**src/rtl/csa_accum_pkg.sv**
```systemverilog
// ----------------------------------------------------------------------------
// csa_accum_pkg
// Shared types and helpers for the streaming carry-save accumulator.
//   csa_state_t : accumulator control states
//   out_width() : result width that can hold MAX_OPS operands without overflow
// ----------------------------------------------------------------------------
package csa_accum_pkg;

  typedef enum logic [1:0] {
    IDLE    = 2'd0,
    ACC     = 2'd1,
    RESOLVE = 2'd2,
    HOLD    = 2'd3
  } csa_state_t;

  // Sum of up to max_ops values of width bits needs width + clog2(max_ops) bits.
  function automatic int out_width(input int width, input int max_ops);
    return width + $clog2(max_ops);
  endfunction

endpackage

```
**src/rtl/csa_accum_if.sv**
```systemverilog
// ----------------------------------------------------------------------------
// csa_accum_if
// Operand stream and result stream of csa_accum.
//   in_valid/in_ready/in_data/in_last        : operand stream (master -> slave)
//   out_valid/out_ready/out_sum/out_count/
//   out_trunc                                : result stream (slave -> master)
// Macro CSA_SIGNED_EN: out_sum is declared signed (two's complement operands).
// ----------------------------------------------------------------------------
interface csa_accum_if #(
  parameter int WIDTH   = 4,
  parameter int MAX_OPS = 8
);
  import csa_accum_pkg::*;

  localparam int OUT_W = out_width(WIDTH, MAX_OPS);
  localparam int CNT_W = $clog2(MAX_OPS + 1);

  logic             in_valid;
  logic             in_ready;
  logic [WIDTH-1:0] in_data;
  logic             in_last;
  logic             out_valid;
  logic             out_ready;
`ifdef CSA_SIGNED_EN
  logic signed [OUT_W-1:0] out_sum;
`else
  logic [OUT_W-1:0] out_sum;
`endif
  logic [CNT_W-1:0] out_count;
  logic             out_trunc;

  modport master (
    output in_valid, in_data, in_last, out_ready,
    input  in_ready, out_valid, out_sum, out_count, out_trunc
  );

  modport slave (
    input  in_valid, in_data, in_last, out_ready,
    output in_ready, out_valid, out_sum, out_count, out_trunc
  );

endinterface

```
**src/rtl/csa_accum_rca_n.sv**
```systemverilog
// ----------------------------------------------------------------------------
// rca_n
// N-bit ripple-carry adder built from full-adder cells.
//   a, b  : addends          c_in  : carry into bit 0
//   sum   : N-bit sum        c_out : carry out of bit N-1
// ----------------------------------------------------------------------------
module rca_n #(
  parameter int N = 7
) (
  input  logic [N-1:0] a,
  input  logic [N-1:0] b,
  input  logic         c_in,
  output logic [N-1:0] sum,
  output logic         c_out
);

  logic [N:0] carry_s;

  assign carry_s[0] = c_in;

  for (genvar i = 0; i < N; i++) begin : g_fa
    assign sum[i]       = a[i] ^ b[i] ^ carry_s[i];
    assign carry_s[i+1] = (a[i] & b[i]) | (a[i] & carry_s[i]) | (b[i] & carry_s[i]);
  end

  assign c_out = carry_s[N];

endmodule

```
**src/rtl/csa_accum.sv**
```systemverilog
// ----------------------------------------------------------------------------
// csa_accum
// Streaming multi-operand accumulator. Operands are folded into a carry-save
// pair (s, c) with one 3:2 compression per accepted beat; the pair is resolved
// by a ripple-carry pass once the burst ends (in_last, or MAX_OPS operands).
//   clk, rst_n : clock, asynchronous active-low reset
//   bus        : csa_accum_if.slave (operand stream in, result stream out)
// Macro CSA_SIGNED_EN: operands are sign-extended (two's complement result);
// otherwise operands are zero-extended.
// ----------------------------------------------------------------------------
module csa_accum
  import csa_accum_pkg::*;
#(
  parameter int WIDTH   = 4,
  parameter int MAX_OPS = 8
) (
  input  logic      clk,
  input  logic      rst_n,
  csa_accum_if.slave bus
);

  localparam int OUT_W = out_width(WIDTH, MAX_OPS);
  localparam int CNT_W = $clog2(MAX_OPS + 1);
  localparam logic [CNT_W-1:0] MAX_CNT = CNT_W'(MAX_OPS);

  csa_state_t       state_q, state_d;
  logic [OUT_W-1:0] s_q, s_d;
  logic [OUT_W-1:0] c_q, c_d;
  logic [CNT_W-1:0] count_q, count_d;
  logic             trunc_q, trunc_d;
  logic             out_valid_q, out_valid_d;
  logic [OUT_W-1:0] out_sum_q, out_sum_d;
  logic [CNT_W-1:0] out_count_q, out_count_d;
  logic             out_trunc_q, out_trunc_d;

  logic [OUT_W-1:0] a_ext_s;
  logic [OUT_W-1:0] csa_s_s;
  logic [OUT_W-1:0] csa_c_s;
  logic [CNT_W-1:0] count_inc_s;
  logic [OUT_W-1:0] rca_sum_s;
  logic             rca_cout_unused_s;
  logic             in_ready_s;
  logic             accept_s;

`ifdef CSA_SIGNED_EN
  assign a_ext_s = {{(OUT_W-WIDTH){bus.in_data[WIDTH-1]}}, bus.in_data};
`else
  assign a_ext_s = {{(OUT_W-WIDTH){1'b0}}, bus.in_data};
`endif

  // 3:2 compression; the carry vector drops its top bit, which is harmless
  // because the true sum always fits in OUT_W bits (modulo 2^OUT_W when signed).
  assign csa_s_s = s_q ^ c_q ^ a_ext_s;
  assign csa_c_s = ((s_q & c_q) | (s_q & a_ext_s) | (c_q & a_ext_s)) << 1;

  assign count_inc_s = count_q + CNT_W'(1);

  assign in_ready_s = (state_q == IDLE) || (state_q == ACC);
  assign accept_s   = bus.in_valid & in_ready_s;

  rca_n #(.N(OUT_W)) u_rca (
    .a     (s_q),
    .b     (c_q),
    .c_in  (1'b0),
    .sum   (rca_sum_s),
    .c_out (rca_cout_unused_s)
  );

  // Next-state, accumulator and result-register update.
  always_comb begin
    state_d     = state_q;
    s_d         = s_q;
    c_d         = c_q;
    count_d     = count_q;
    trunc_d     = trunc_q;
    out_valid_d = out_valid_q;
    out_sum_d   = out_sum_q;
    out_count_d = out_count_q;
    out_trunc_d = out_trunc_q;

    case (state_q)
      IDLE: begin
        if (accept_s) begin
          s_d     = a_ext_s;
          c_d     = {OUT_W{1'b0}};
          count_d = CNT_W'(1);
          trunc_d = 1'b0;
          state_d = bus.in_last ? RESOLVE : ACC;
        end else begin
          state_d = IDLE;
        end
      end
      ACC: begin
        if (accept_s) begin
          s_d     = csa_s_s;
          c_d     = csa_c_s;
          count_d = count_inc_s;
          trunc_d = (count_inc_s == MAX_CNT) & ~bus.in_last;
          if (bus.in_last || (count_inc_s == MAX_CNT)) begin
            state_d = RESOLVE;
          end else begin
            state_d = ACC;
          end
        end else begin
          state_d = ACC;
        end
      end
      RESOLVE: begin
        out_sum_d   = rca_sum_s;
        out_count_d = count_q;
        out_trunc_d = trunc_q;
        out_valid_d = 1'b1;
        state_d     = HOLD;
      end
      HOLD: begin
        if (bus.out_ready) begin
          out_valid_d = 1'b0;
          s_d         = {OUT_W{1'b0}};
          c_d         = {OUT_W{1'b0}};
          count_d     = {CNT_W{1'b0}};
          trunc_d     = 1'b0;
          state_d     = IDLE;
        end else begin
          state_d = HOLD;
        end
      end
      default: begin
        state_d = IDLE;
      end
    endcase
  end

  // State, accumulator and result registers.
  always_ff @(posedge clk or negedge rst_n) begin
    if (!rst_n) begin
      state_q     <= IDLE;
      s_q         <= {OUT_W{1'b0}};
      c_q         <= {OUT_W{1'b0}};
      count_q     <= {CNT_W{1'b0}};
      trunc_q     <= 1'b0;
      out_valid_q <= 1'b0;
      out_sum_q   <= {OUT_W{1'b0}};
      out_count_q <= {CNT_W{1'b0}};
      out_trunc_q <= 1'b0;
    end else begin
      state_q     <= state_d;
      s_q         <= s_d;
      c_q         <= c_d;
      count_q     <= count_d;
      trunc_q     <= trunc_d;
      out_valid_q <= out_valid_d;
      out_sum_q   <= out_sum_d;
      out_count_q <= out_count_d;
      out_trunc_q <= out_trunc_d;
    end
  end

  assign bus.in_ready  = in_ready_s;
  assign bus.out_valid = out_valid_q;
  assign bus.out_sum   = out_sum_q;
  assign bus.out_count = out_count_q;
  assign bus.out_trunc = out_trunc_q;

endmodule

```
**src/flat_wrapper.sv**
```systemverilog
// flat-port wrapper written by rule: the top's interface ports become plain ports
module csa_accum_flat import csa_accum_pkg::*;
#(
  parameter int WIDTH   = 4,
  parameter int MAX_OPS = 8
)
  (clk, rst_n, bus_in_valid, bus_in_data, bus_in_last, bus_out_ready, bus_in_ready, bus_out_valid, bus_out_sum, bus_out_count, bus_out_trunc);
  csa_accum_if #(.WIDTH(WIDTH), .MAX_OPS(MAX_OPS)) bus_i ();
  input  logic clk;
  input  logic rst_n;
  input wire logic [$bits(bus_i.in_valid)-1:0] bus_in_valid;
  input wire logic [$bits(bus_i.in_data)-1:0] bus_in_data;
  input wire logic [$bits(bus_i.in_last)-1:0] bus_in_last;
  input wire logic [$bits(bus_i.out_ready)-1:0] bus_out_ready;
  output wire logic [$bits(bus_i.in_ready)-1:0] bus_in_ready;
  output wire logic [$bits(bus_i.out_valid)-1:0] bus_out_valid;
  output wire logic [$bits(bus_i.out_sum)-1:0] bus_out_sum;
  output wire logic [$bits(bus_i.out_count)-1:0] bus_out_count;
  output wire logic [$bits(bus_i.out_trunc)-1:0] bus_out_trunc;
  assign bus_i.in_valid = bus_in_valid;
  assign bus_i.in_data = bus_in_data;
  assign bus_i.in_last = bus_in_last;
  assign bus_i.out_ready = bus_out_ready;
  assign bus_in_ready = bus_i.in_ready;
  assign bus_out_valid = bus_i.out_valid;
  assign bus_out_sum = bus_i.out_sum;
  assign bus_out_count = bus_i.out_count;
  assign bus_out_trunc = bus_i.out_trunc;
  csa_accum #(.WIDTH(WIDTH), .MAX_OPS(MAX_OPS)) u_core (.clk(clk), .rst_n(rst_n), .bus(bus_i));
endmodule
```
**config.mk**
```make
export PLATFORM = sky130hd
export DESIGN_NAME = csa_accum_flat
export DESIGN_NICKNAME = d
export VERILOG_FILES = /design/src/rtl/csa_accum_pkg.sv /design/src/rtl/csa_accum_if.sv /design/src/rtl/csa_accum_rca_n.sv /design/src/rtl/csa_accum.sv /design/src/flat_wrapper.sv
export SDC_FILE = /design/constraint.sdc
export NUM_CORES = 1
export LEC_CHECK = 0
export CORE_ASPECT_RATIO = 1.1
export CORE_MARGIN = 4
export CORE_UTILIZATION = 55
export CTS_BUF_LIST = sky130_fd_sc_hd__clkbuf_8 sky130_fd_sc_hd__clkbuf_16
export DETAILED_ROUTE_END_ITERATION = 8
export GPL_TIMING_DRIVEN = 0
export PLACE_DENSITY_LB_ADDON = 0.12
export SYNTH_ARGS = -nofsm -noshare
export SYNTH_HDL_FRONTEND = slang
export SYNTH_SLANG_ARGS = --single-unit
```
**constraint.sdc**
```tcl
create_clock -name clk -period 4.58 [get_ports clk]
set_input_delay 1.145 -clock clk [delete_from_list [all_inputs] [get_ports clk]]
set_output_delay 1.145 -clock clk [all_outputs]
set_load 0.005 [all_outputs]
```
==> impl_results.html, run 1 <==
<table>
<tr><th>Metric</th><th>Value</th></tr>
<tr><th colspan="2">Yosys</th></tr>
<tr><td>Area fraction in and, or, nand and nor cells after synthesis</td><td>13.4%</td></tr>
<tr><td>Post-synthesis cell area</td><td>1710 um2</td></tr>
<tr><td>Fraction of registers with async set/reset</td><td>100%</td></tr>
<tr><td>Count of flip-flops with a built-in enable after synthesis</td><td>0</td></tr>
<tr><td>Portion of netlist area occupied by mux cells</td><td>9.72%</td></tr>
<tr><td>Share of synthesized cell area in full adder, half adder and majority cells</td><td>11.8%</td></tr>
<tr><td>Largest family of logic cells by synthesized area</td><td>simple AND/OR/NAND/NOR gates</td></tr>
<tr><td>Number of nets in the synthesized netlist</td><td>162</td></tr>
<tr><td>Synth Register Bits</td><td>33</td></tr>
<tr><td>Fraction of synthesized cell area in xor and xnor cells</td><td>1.54%</td></tr>
<tr><td>Syn. warnings</td><td>0</td></tr>
<tr><td>Most common flop cell mapped by yosys</td><td>dfrtp_1</td></tr>
<tr><td>Synthesized-area fraction occupied by ao, oa, aoi and oai cells</td><td>10.8%</td></tr>
<tr><td>Average cell area after synthesis</td><td>12.1 um2</td></tr>
<tr><td>Number of distinct standard cells referenced by the synthesized netlist</td><td>35</td></tr>
<tr><td>Fraction of the yosys area taken by sequential cells</td><td>48.2%</td></tr>
<tr><td>Syn Inst Count</td><td>141</td></tr>
<tr><th colspan="2">Drt</th></tr>
<tr><td>Wire length reported by the detailed router</td><td>3380 um</td></tr>
<tr><td>Drt drc</td><td>0</td></tr>
<tr><td>Remaining antenna violation count after routing</td><td>0</td></tr>
<tr><td>Per-cell routed wire length</td><td>16.6 um</td></tr>
<tr><td>Number of vias per cell</td><td>5.80</td></tr>
<tr><td>First-iteration detailed-routing DRC count</td><td>57</td></tr>
<tr><td>Routed via count</td><td>1184</td></tr>
<tr><td>First-pass DRT Iterations</td><td>4</td></tr>
<tr><th colspan="2">Place</th></tr>
<tr><td>Dpl hpwl</td><td>2480 um</td></tr>
<tr><td>Number of placed cells counting well taps</td><td>196</td></tr>
<tr><td>Cell area after placement</td><td>1970 um2</td></tr>
<tr><td>Final weighted congestion of routability-driven global placement</td><td>0.794</td></tr>
<tr><td>I/O Buffers</td><td>22</td></tr>
<tr><th colspan="2">Finish</th></tr>
<tr><td>Nets@finish</td><td>191</td></tr>
<tr><td>Design area</td><td>2070 um2</td></tr>
<tr><td>Antenna fix cells</td><td>0</td></tr>
<tr><td>Share of the core filled with cells</td><td>71.9%</td></tr>
<tr><td>Relative area change from synthesis to final layout</td><td>20.9%</td></tr>
<tr><td>Fillers</td><td>219</td></tr>
<tr><td>Share of post-route cells with drive strength above 1</td><td>21.1%</td></tr>
<tr><td>Non-filler instance count after layout</td><td>204</td></tr>
<tr><th colspan="2">Run</th></tr>
<tr><td>Max-capacitance violation count</td><td>0</td></tr>
<tr><th colspan="2">Setup path</th></tr>
<tr><td>CP Cell Sequence</td><td>ha_1 -&gt; fa_1 -&gt; fa_1 -&gt; fa_1 -&gt; fa_1 -&gt; mux2_2</td></tr>
<tr><td>Cell type group with the largest total delay on the critical path</td><td>adder cells</td></tr>
<tr><td>Max FO, Critical Path</td><td>3</td></tr>
<tr><td>Most prevalent standard cell on the critical path</td><td>fa_1</td></tr>
<tr><td>Cell with the biggest individual delay on the critical path</td><td>fa_1</td></tr>
<tr><td>Critical path startpoint category</td><td>flop</td></tr>
<tr><td>Critical path type</td><td>reg -&gt; reg</td></tr>
<tr><td>Count of buffer and inverter cells on the critical path</td><td>0</td></tr>
<tr><td>Worst reg2reg path startpoint</td><td>u_core.c_q[1]</td></tr>
<tr><td>Worst path required time</td><td>4750 ps</td></tr>
<tr><td>Worst setup path start</td><td>u_core.c_q[1]</td></tr>
<tr><td>Endpoint kind of the worst setup timing path</td><td>flop</td></tr>
<tr><td>Data arrival time of the worst path</td><td>2860 ps</td></tr>
<tr><td>Slowest cell delay on critical path</td><td>440 ps</td></tr>
<tr><th colspan="2">Clocking</th></tr>
<tr><td>Clock tree from TritonCTS</td><td>built</td></tr>
<tr><td>Clock transition at the register clock pins on the worst setup and hold paths after CTS</td><td>70 ps</td></tr>
<tr><td>Skew-Pair Late Insertion Delay</td><td>290 ps</td></tr>
<tr><td>CTS resizes</td><td>0</td></tr>
<tr><td>Number of buffers added for setup after CTS</td><td>0</td></tr>
<tr><td>Number of CTS-inserted buffers</td><td>5</td></tr>
<tr><td>Sink Count</td><td>33</td></tr>
<tr><td>Hold buffer count at cts</td><td>0</td></tr>
<tr><td>Clock H-tree levels</td><td>2</td></tr>
<tr><td>Root Buffer</td><td>clkbuf_8</td></tr>
<tr><td>Maximum number of buffers from clock root to sink</td><td>2</td></tr>
<tr><th colspan="2">Run status</th></tr>
<tr><td>Outcome</td><td>finished, final reports clean</td></tr>
<tr><th colspan="2">STA</th></tr>
<tr><td>Max frequency</td><td>0.372 GHz</td></tr>
<tr><td>Total negative slack for setup checks</td><td>0 ps</td></tr>
<tr><td>Number of pins exceeding their max-slew limit in the final report</td><td>0</td></tr>
<tr><td>Measured slew at the worst slew-check pin</td><td>729 ps</td></tr>
<tr><td>Fraction of the cycle the final worst path needs</td><td>58.7%</td></tr>
<tr><td>Min cycle time layout</td><td>2690 ps</td></tr>
<tr><td>Total setup violations reported at the end of the flow</td><td>0</td></tr>
<tr><td>Max_slew headroom</td><td>51.4%</td></tr>
<tr><td>Count of endpoints failing hold in the final timing report</td><td>0</td></tr>
<tr><td>Setup repair after global routing missed its margin</td><td>false</td></tr>
<tr><td>Setup clock skew after layout</td><td>3.45 ps</td></tr>
<tr><th colspan="2">GRT</th></tr>
<tr><td>Vias in the first global route</td><td>1244</td></tr>
<tr><td>Global-route wire length before repair</td><td>5740 um</td></tr>
<tr><td>Grt ovf</td><td>0</td></tr>
<tr><td>Number of antenna violations at the first check in global routing</td><td>0</td></tr>
<tr><td>Largest net degree at the start of global routing</td><td>34</td></tr>
<tr><td>Overall routing resource usage</td><td>19.9%</td></tr>
<tr><th colspan="2">Power and ir drop</th></tr>
<tr><td>Power per cell area</td><td>619 nW/um2</td></tr>
<tr><td>Lkg Pwr</td><td>0.963 nW</td></tr>
<tr><td>Worst voltage drop across the vdd grid</td><td>0.000484 V</td></tr>
<tr><th colspan="2">Floorplan</th></tr>
<tr><td>Initial cell density of the core</td><td>59.5%</td></tr>
<tr><td>Die Footprint</td><td>4070 um2</td></tr>
<tr><td>Width of the die</td><td>61.2 um</td></tr>
<tr><td>I/O pin total</td><td>23</td></tr>
<tr><td>Cell Rows</td><td>20</td></tr>
<tr><td>Height of the chip</td><td>66.5 um</td></tr>
<tr><td>Core ar.</td><td>2880 um2</td></tr>
<tr><th colspan="2">Min path</th></tr>
<tr><td>Hold/Removal Path Class</td><td>reg -&gt; reg</td></tr>
<tr><td>Worst min-delay path startpoint</td><td>u_core.bus.out_valid</td></tr>
</table>
## where the power goes
| part | leakage [nW] | total, mW | switching (mW) | internal (mW) |
|---|---|---|---|---|
| combinational | 0.477 | 0.558 | 0.253 | 0.305 |
| clock | 0.0542 | 0.243 | 0.107 | 0.136 |
| sequential | 0.432 | 0.481 | 0.0892 | 0.392 |
| total | 0.963 | 1.28 | 0.449 | 0.833 |
## metal layers
layer | vias up | part of all wire, % | wire length, um | GRT usage, %
met4 | 0 | 2.4 | 80 | 8.13
li1 | 559 | - | - | -
met3 | 7 | 5.2 | 175 | 6.78
met1 | 593 | 42 | 1430 | 24.6
met2 | 25 | 50 | 1690 | 31.5
met5 | - | 0 | 0 | 0
## final cells by class
class                           instances  area, um2  share of cell area [%]
Sequential cell                        33        826                    39.9
Multi-Input combinational cell         98        810                    39.1
Timing Repair Buffer                   22        215                    10.4
Clock buffer                            7       96.3                    4.66
Buffer                                  7       65.1                    3.14
Tap cell                               33       41.3                    2.00
Inverter                                3       11.3                   0.544
Clock inverter                          1       5.00                   0.242
## synthesized netlist by cell type (3+ instances only)
library cell  count  area share, %
dfrtp_1          33             48
nand2_1          15            3.3
mux2_2           13            8.6
o21ai_0          13            3.8
nand3_1           9            2.6
fa_1              7            8.2
ha_1              5            3.7
buf_6             4            2.6
a22o_1            3            1.5
o2bb2ai_1         3            1.5
## placed cells by master, fill, tap and decap left out, types with 3 or more instances in the layout
cell             instances
a22o_1                   3
buf_6                    4
clkbuf_8                 7
clkdlybuf4s50_1         21
dfrtp_1                 33
fa_1                     7
ha_1                     5
mux2_2                  13
nand2_1                 15
nand3_1                  9
o21ai_0                 13
o2bb2ai_1                3
## tightest hold or removal path: cells and delay by family, from the launching register on
kind,cells,cell delay [ps]
flops,1,340
simple gates,2,100
## cell families (layout without fill, tap and decap cells)
logic type               count (synthesis)  count (layout)
AND/OR/NAND/NOR                         41              41
flip-flops                              33              33
AO/OA/AOI/OAI                           27              27
multiplexers                            15              15
adder cells (fa/ha/maj)                 12              12
buffers and inverters                   10              40
XOR/XNOR                                 3               3
## registers in the layout, indices dropped and copies added, names as in the netlist
name                  count
u_core.bus.out_count      4
u_core.trunc_q            1
u_core.c_q                6
u_core.state_q            2
u_core.count_q            4
u_core.bus.out_valid      1
u_core.s_q                7
u_core.bus.out_trunc      1
u_core.bus.out_sum        7
## path summary, 6_finish.rpt
path | endpoint | slack (ps) | depth (start not counted)
setup / recovery | u_core.bus.out_sum[5] | 1890 | 6
hold / removal | u_core.bus.out_valid | 470 | 2
setup reg to reg | u_core.bus.out_sum[5] | 1890 | 6
hold reg to reg | u_core.bus.out_valid | 470 | 2
max in group asynchronous | u_core.bus.out_sum[5] | 3200 | 1
min in group asynchronous | u_core.s_q[2] | 910 | 1
## metrics by stage
| step | power [mW] | setup slack, ps | hold slack (ps) |
|---|---|---|---|
| after floorplan | 0.837 | 2060 | 466 |
| after global placement | 1.02 | 1750 | 458 |
| after detailed placement | 1.05 | 1890 | 460 |
| after CTS | 1.30 | 1870 | 477 |
| after global routing | 1.38 | 1790 | 517 |
| final | 1.28 | 1890 | 474 |
Note: power is estimated with default switching activity, not from simulation.
==> run 2: changes to the inputs <==
--- a/config.mk
+++ b/config.mk
@@ -7,7 +7,7 @@
 export LEC_CHECK = 0
 export CORE_ASPECT_RATIO = 1.1
 export CORE_MARGIN = 4
-export CORE_UTILIZATION = 55
+export CORE_UTILIZATION = 49
 export CTS_BUF_LIST = sky130_fd_sc_hd__clkbuf_8 sky130_fd_sc_hd__clkbuf_16
 export DETAILED_ROUTE_END_ITERATION = 8
 export GPL_TIMING_DRIVEN = 0
==> constraint.sdc (replaced) <==
create_clock -name clk -period 2.3 [get_ports clk]
set_input_delay 0.575 -clock clk [delete_from_list [all_inputs] [get_ports clk]]
set_output_delay 0.575 -clock clk [all_outputs]
set_load 0.005 [all_outputs]
==> run 2 against run 1 <==
The run now ends with setup timing left. First-iteration DRC count decreased by 42%. Critical endpoint unchanged. Die area grew 11%. Largest cell class unchanged. Non-clock buffer count grew 3. Largest power group unchanged.
==> impl_results.html, run 2 (synthesized netlist as in run 1, its figures left out) <==
<table>
<tr><th>Metric</th><th>Value</th></tr>
<tr><th colspan="2">STA</th></tr>
<tr><td>Worst path setup slack after routing</td><td>-121 ps (-2010 ps)</td></tr>
<tr><td>Max frequency</td><td>0.413 GHz (+11%)</td></tr>
<tr><td>Worst hold slack</td><td>346 ps (-127 ps)</td></tr>
<tr><td>Setup clock skew after layout</td><td>5.66 ps (+2.21 ps)</td></tr>
<tr><td>Setup repair after global routing missed its margin</td><td>true</td></tr>
<tr><td>Min cycle time layout</td><td>2420 ps (-267 ps)</td></tr>
<tr><td>Measured slew at the worst slew-check pin</td><td>727 ps (-1.86 ps)</td></tr>
<tr><td>Fraction of the cycle the final worst path needs</td><td>105% (+47 points)</td></tr>
<tr><td>Number of pins exceeding their max-slew limit in the final report</td><td>0 (unchanged)</td></tr>
<tr><td>Total negative slack for setup checks</td><td>-134 ps (-134 ps)</td></tr>
<tr><td>Total setup violations reported at the end of the flow</td><td>2 (+2)</td></tr>
<tr><td>Max_slew headroom</td><td>51.5% (+0.12 points)</td></tr>
<tr><td>Count of endpoints failing hold in the final timing report</td><td>0 (unchanged)</td></tr>
<tr><th colspan="2">Power and ir drop</th></tr>
<tr><td>Power per cell area</td><td>1190 nW/um2 (+92%)</td></tr>
<tr><td>Switching Share</td><td>35.2% (+0.16 points)</td></tr>
<tr><td>Gate power share</td><td>46.2% (+2.7 points)</td></tr>
<tr><td>Share of total power in sequential cells</td><td>38.0% (+0.5 points)</td></tr>
<tr><td>Worst voltage drop across the vdd grid</td><td>0.000590 V (+22%)</td></tr>
<tr><td>Switching power</td><td>881 uW (+96%)</td></tr>
<tr><td>Lkg Pwr</td><td>0.965 nW (+0.20%)</td></tr>
<tr><td>Internal power contribution</td><td>1.62 mW (+95%)</td></tr>
<tr><td>Share of total power in the clock network</td><td>15.8% (-3.2 points)</td></tr>
<tr><td>Final Power</td><td>2.50 mW (+95%)</td></tr>
<tr><th colspan="2">Drt</th></tr>
<tr><td>Remaining antenna violation count after routing</td><td>0 (unchanged)</td></tr>
<tr><td>Per-cell routed wire length</td><td>14.6 um (-12%)</td></tr>
<tr><td>Drt drc</td><td>0 (unchanged)</td></tr>
<tr><td>First-iteration detailed-routing DRC count</td><td>33 (-42%)</td></tr>
<tr><td>Routed via count</td><td>1157 (-2.3%)</td></tr>
<tr><td>Number of vias per cell</td><td>5.21 (-10%)</td></tr>
<tr><td>First-pass DRT Iterations</td><td>4 (unchanged)</td></tr>
<tr><td>Wire length reported by the detailed router</td><td>3240 um (-4.0%)</td></tr>
<tr><th colspan="2">GRT</th></tr>
<tr><td>Number of antenna violations at the first check in global routing</td><td>0 (unchanged)</td></tr>
<tr><td>Largest net degree at the start of global routing</td><td>34 (unchanged)</td></tr>
<tr><td>Global-route wire length before repair</td><td>5890 um (+2.6%)</td></tr>
<tr><td>Vias in the first global route</td><td>1315 (+5.7%)</td></tr>
<tr><td>Overall routing resource usage</td><td>16.9% (-3.1 points)</td></tr>
<tr><td>Grt ovf</td><td>0 (unchanged)</td></tr>
<tr><th colspan="2">Setup path</th></tr>
<tr><td>Critical path type</td><td>reg -&gt; reg</td></tr>
<tr><td>Most prevalent standard cell on the critical path</td><td>fa_2</td></tr>
<tr><td>Cell type group with the largest total delay on the critical path</td><td>adder cells</td></tr>
<tr><td>Critical register-to-register path endpoint</td><td>u_core.bus.out_sum[5]</td></tr>
<tr><td>Number of cells traversed by the worst register-to-register path</td><td>6 (unchanged)</td></tr>
<tr><td>Worst path required time</td><td>2460 ps (-2290 ps)</td></tr>
<tr><td>Max FO, Critical Path</td><td>2 (-1)</td></tr>
<tr><td>Data arrival time of the worst path</td><td>2580 ps (-280 ps)</td></tr>
<tr><td>FF-to-FF setup slack</td><td>-120 ps (-2010 ps)</td></tr>
<tr><td>Endpoint kind of the worst setup timing path</td><td>flop</td></tr>
<tr><td>CP Cell Sequence</td><td>ha_2 -&gt; fa_2 -&gt; fa_2 -&gt; fa_2 -&gt; fa_2 -&gt; mux2_2</td></tr>
<tr><td>Slowest cell delay on critical path</td><td>410 ps (-30 ps)</td></tr>
<tr><td>Critical path startpoint category</td><td>flop</td></tr>
<tr><td>Count of buffer and inverter cells on the critical path</td><td>0 (unchanged)</td></tr>
<tr><td>Cell with the biggest individual delay on the critical path</td><td>fa_2</td></tr>
<tr><td>Worst reg2reg path startpoint</td><td>u_core.s_q[1]</td></tr>
<tr><th colspan="2">Clocking</th></tr>
<tr><td>Sink Count</td><td>33 (unchanged)</td></tr>
<tr><td>Maximum number of buffers from clock root to sink</td><td>2 (unchanged)</td></tr>
<tr><td>Number of CTS-inserted buffers</td><td>5 (unchanged)</td></tr>
<tr><td>Clock H-tree levels</td><td>2 (unchanged)</td></tr>
<tr><td>Clock tree from TritonCTS</td><td>built</td></tr>
<tr><td>Clock transition at the register clock pins on the worst setup and hold paths after CTS</td><td>70 ps (about the same)</td></tr>
<tr><td>Root Buffer</td><td>clkbuf_8</td></tr>
<tr><td>Hold buffer count at cts</td><td>0 (unchanged)</td></tr>
<tr><td>Skew-Pair Late Insertion Delay</td><td>280 ps (about the same)</td></tr>
<tr><th colspan="2">Finish</th></tr>
<tr><td>Share of post-route cells with drive strength above 1</td><td>23.6% (+2.5 points)</td></tr>
<tr><td>Highest-count cells in the layout ignoring fill and taps</td><td>dfrtp_1, clkdlybuf4s50_1, nand2_1</td></tr>
<tr><td>Antenna fix cells</td><td>0 (unchanged)</td></tr>
<tr><td>Fillers</td><td>292 (+33%)</td></tr>
<tr><td>Storage element area</td><td>826 um2 (unchanged)</td></tr>
<tr><td>Nets@finish</td><td>194 (+1.6%)</td></tr>
<tr><td>Design area</td><td>2100 um2 (+1.6%)</td></tr>
<tr><td>Relative area change from synthesis to final layout</td><td>22.8%</td></tr>
<tr><td>Area used by multi-input combinational logic</td><td>822 um2 (+1.5%)</td></tr>
<tr><td>Most common cell after layout, fill and taps aside</td><td>dfrtp_1</td></tr>
<tr><th colspan="2">Place</th></tr>
<tr><td>I/O Buffers</td><td>22 (unchanged)</td></tr>
<tr><td>Final weighted congestion of routability-driven global placement</td><td>0.792 (-0.23%)</td></tr>
<tr><td>Cell area after placement</td><td>2000 um2 (+1.5%)</td></tr>
<tr><td>Dpl ws</td><td>-173 ps (-2060 ps)</td></tr>
<tr><td>Dpl hpwl</td><td>2330 um (-6.0%)</td></tr>
<tr><th colspan="2">Run status</th></tr>
<tr><td>Failing checks</td><td>setup timing</td></tr>
<tr><td>Outcome</td><td>finished, violations left</td></tr>
<tr><th colspan="2">Floorplan</th></tr>
<tr><td>Core ar.</td><td>3360 um2 (+17%)</td></tr>
<tr><td>I/O pin total</td><td>23 (unchanged)</td></tr>
<tr><td>Die Footprint</td><td>4500 um2 (+11%)</td></tr>
<tr><td>Height of the chip</td><td>70.0 um (+5.2%)</td></tr>
<tr><td>Cell Rows</td><td>22 (+10%)</td></tr>
<tr><td>Width of the die</td><td>64.4 um (+5.2%)</td></tr>
<tr><td>Initial cell density of the core</td><td>51.0% (-8.5 points)</td></tr>
<tr><th colspan="2">Run</th></tr>
<tr><td>Max-capacitance violation count</td><td>0 (unchanged)</td></tr>
<tr><th colspan="2">Min path</th></tr>
<tr><td>Hold/Removal Path Class</td><td>in -&gt; async</td></tr>
</table>
==> run 2: worst max path at each step <==
stage,startpoint,end,slack [ps],cells past startpoint
final,u_core.s_q[1],u_core.bus.out_sum[5],-120,6
after global routing,u_core.s_q[1],u_core.bus.out_sum[5],-160,6
after CTS,u_core.s_q[1],u_core.bus.out_sum[5],-130,6
after global placement,u_core.c_q[1],u_core.bus.out_sum[5],-170,6
after floorplan,u_core.s_q[1],u_core.bus.out_sum[5],-70,6
after detailed placement,u_core.s_q[1],u_core.bus.out_sum[5],-170,6
==> run 2: worst reg2reg max path, delay by kind of cell (launching register included) <==
kind,cells,cell delay (ps)
DFF,1,390
muxes,1,270
adders and majority gates,5,1650
==> run 2: stage by stage <==
stage	cells	utilization, %
4_1_cts	221	62.4
6_report	222	62.6
2_1_floorplan	141	-
3_5_place_dp	211	59.5
3_3_place_gp	211	59.6
5_1_grt	222	62.6
==> run 2: area by class of cell <==
class                   count  share of cell area [%]
flip-flops and latches     33                    39.3
repair buffers             25                    11.3
multi-input cells          98                    39.1
clock inverters             3                   0.536
clock buffers               5                    3.27
well taps                  48                    2.86
inverters                   3                   0.536
plain buffers               7                    3.10
==> run 2: metal layers <==
| layer | up-vias | global-route usage (%) | part of all wire, % |
|---|---|---|---|
| li1 | 560 | - | - |
| met3 | 7 | 5.14 | 4.7 |
| met5 | - | 0 | 0 |
| met1 | 571 | 20.5 | 45 |
| met4 | 0 | 7.51 | 2.3 |
| met2 | 19 | 27.4 | 49 |
==> run 2: what timing repair did <==
item,CTS,global route
pin swaps,1,0
setup endpoints to repair,2,2
resized for setup,2,0
endpoints found under the hold margin,0,0
buffers inserted,2,1
==> run 2: power groups by stage <==
stage | Sequential (mW) | Clock, mW | Combinational, mW
after floorplan | 0.945 | 0 | 0.729
after global placement | 0.955 | 0 | 1.10
after detailed placement | 0.969 | 0 | 1.13
after CTS | 0.954 | 0.411 | 1.16
after global routing | 0.987 | 0.438 | 1.29
final | 0.951 | 0.397 | 1.16
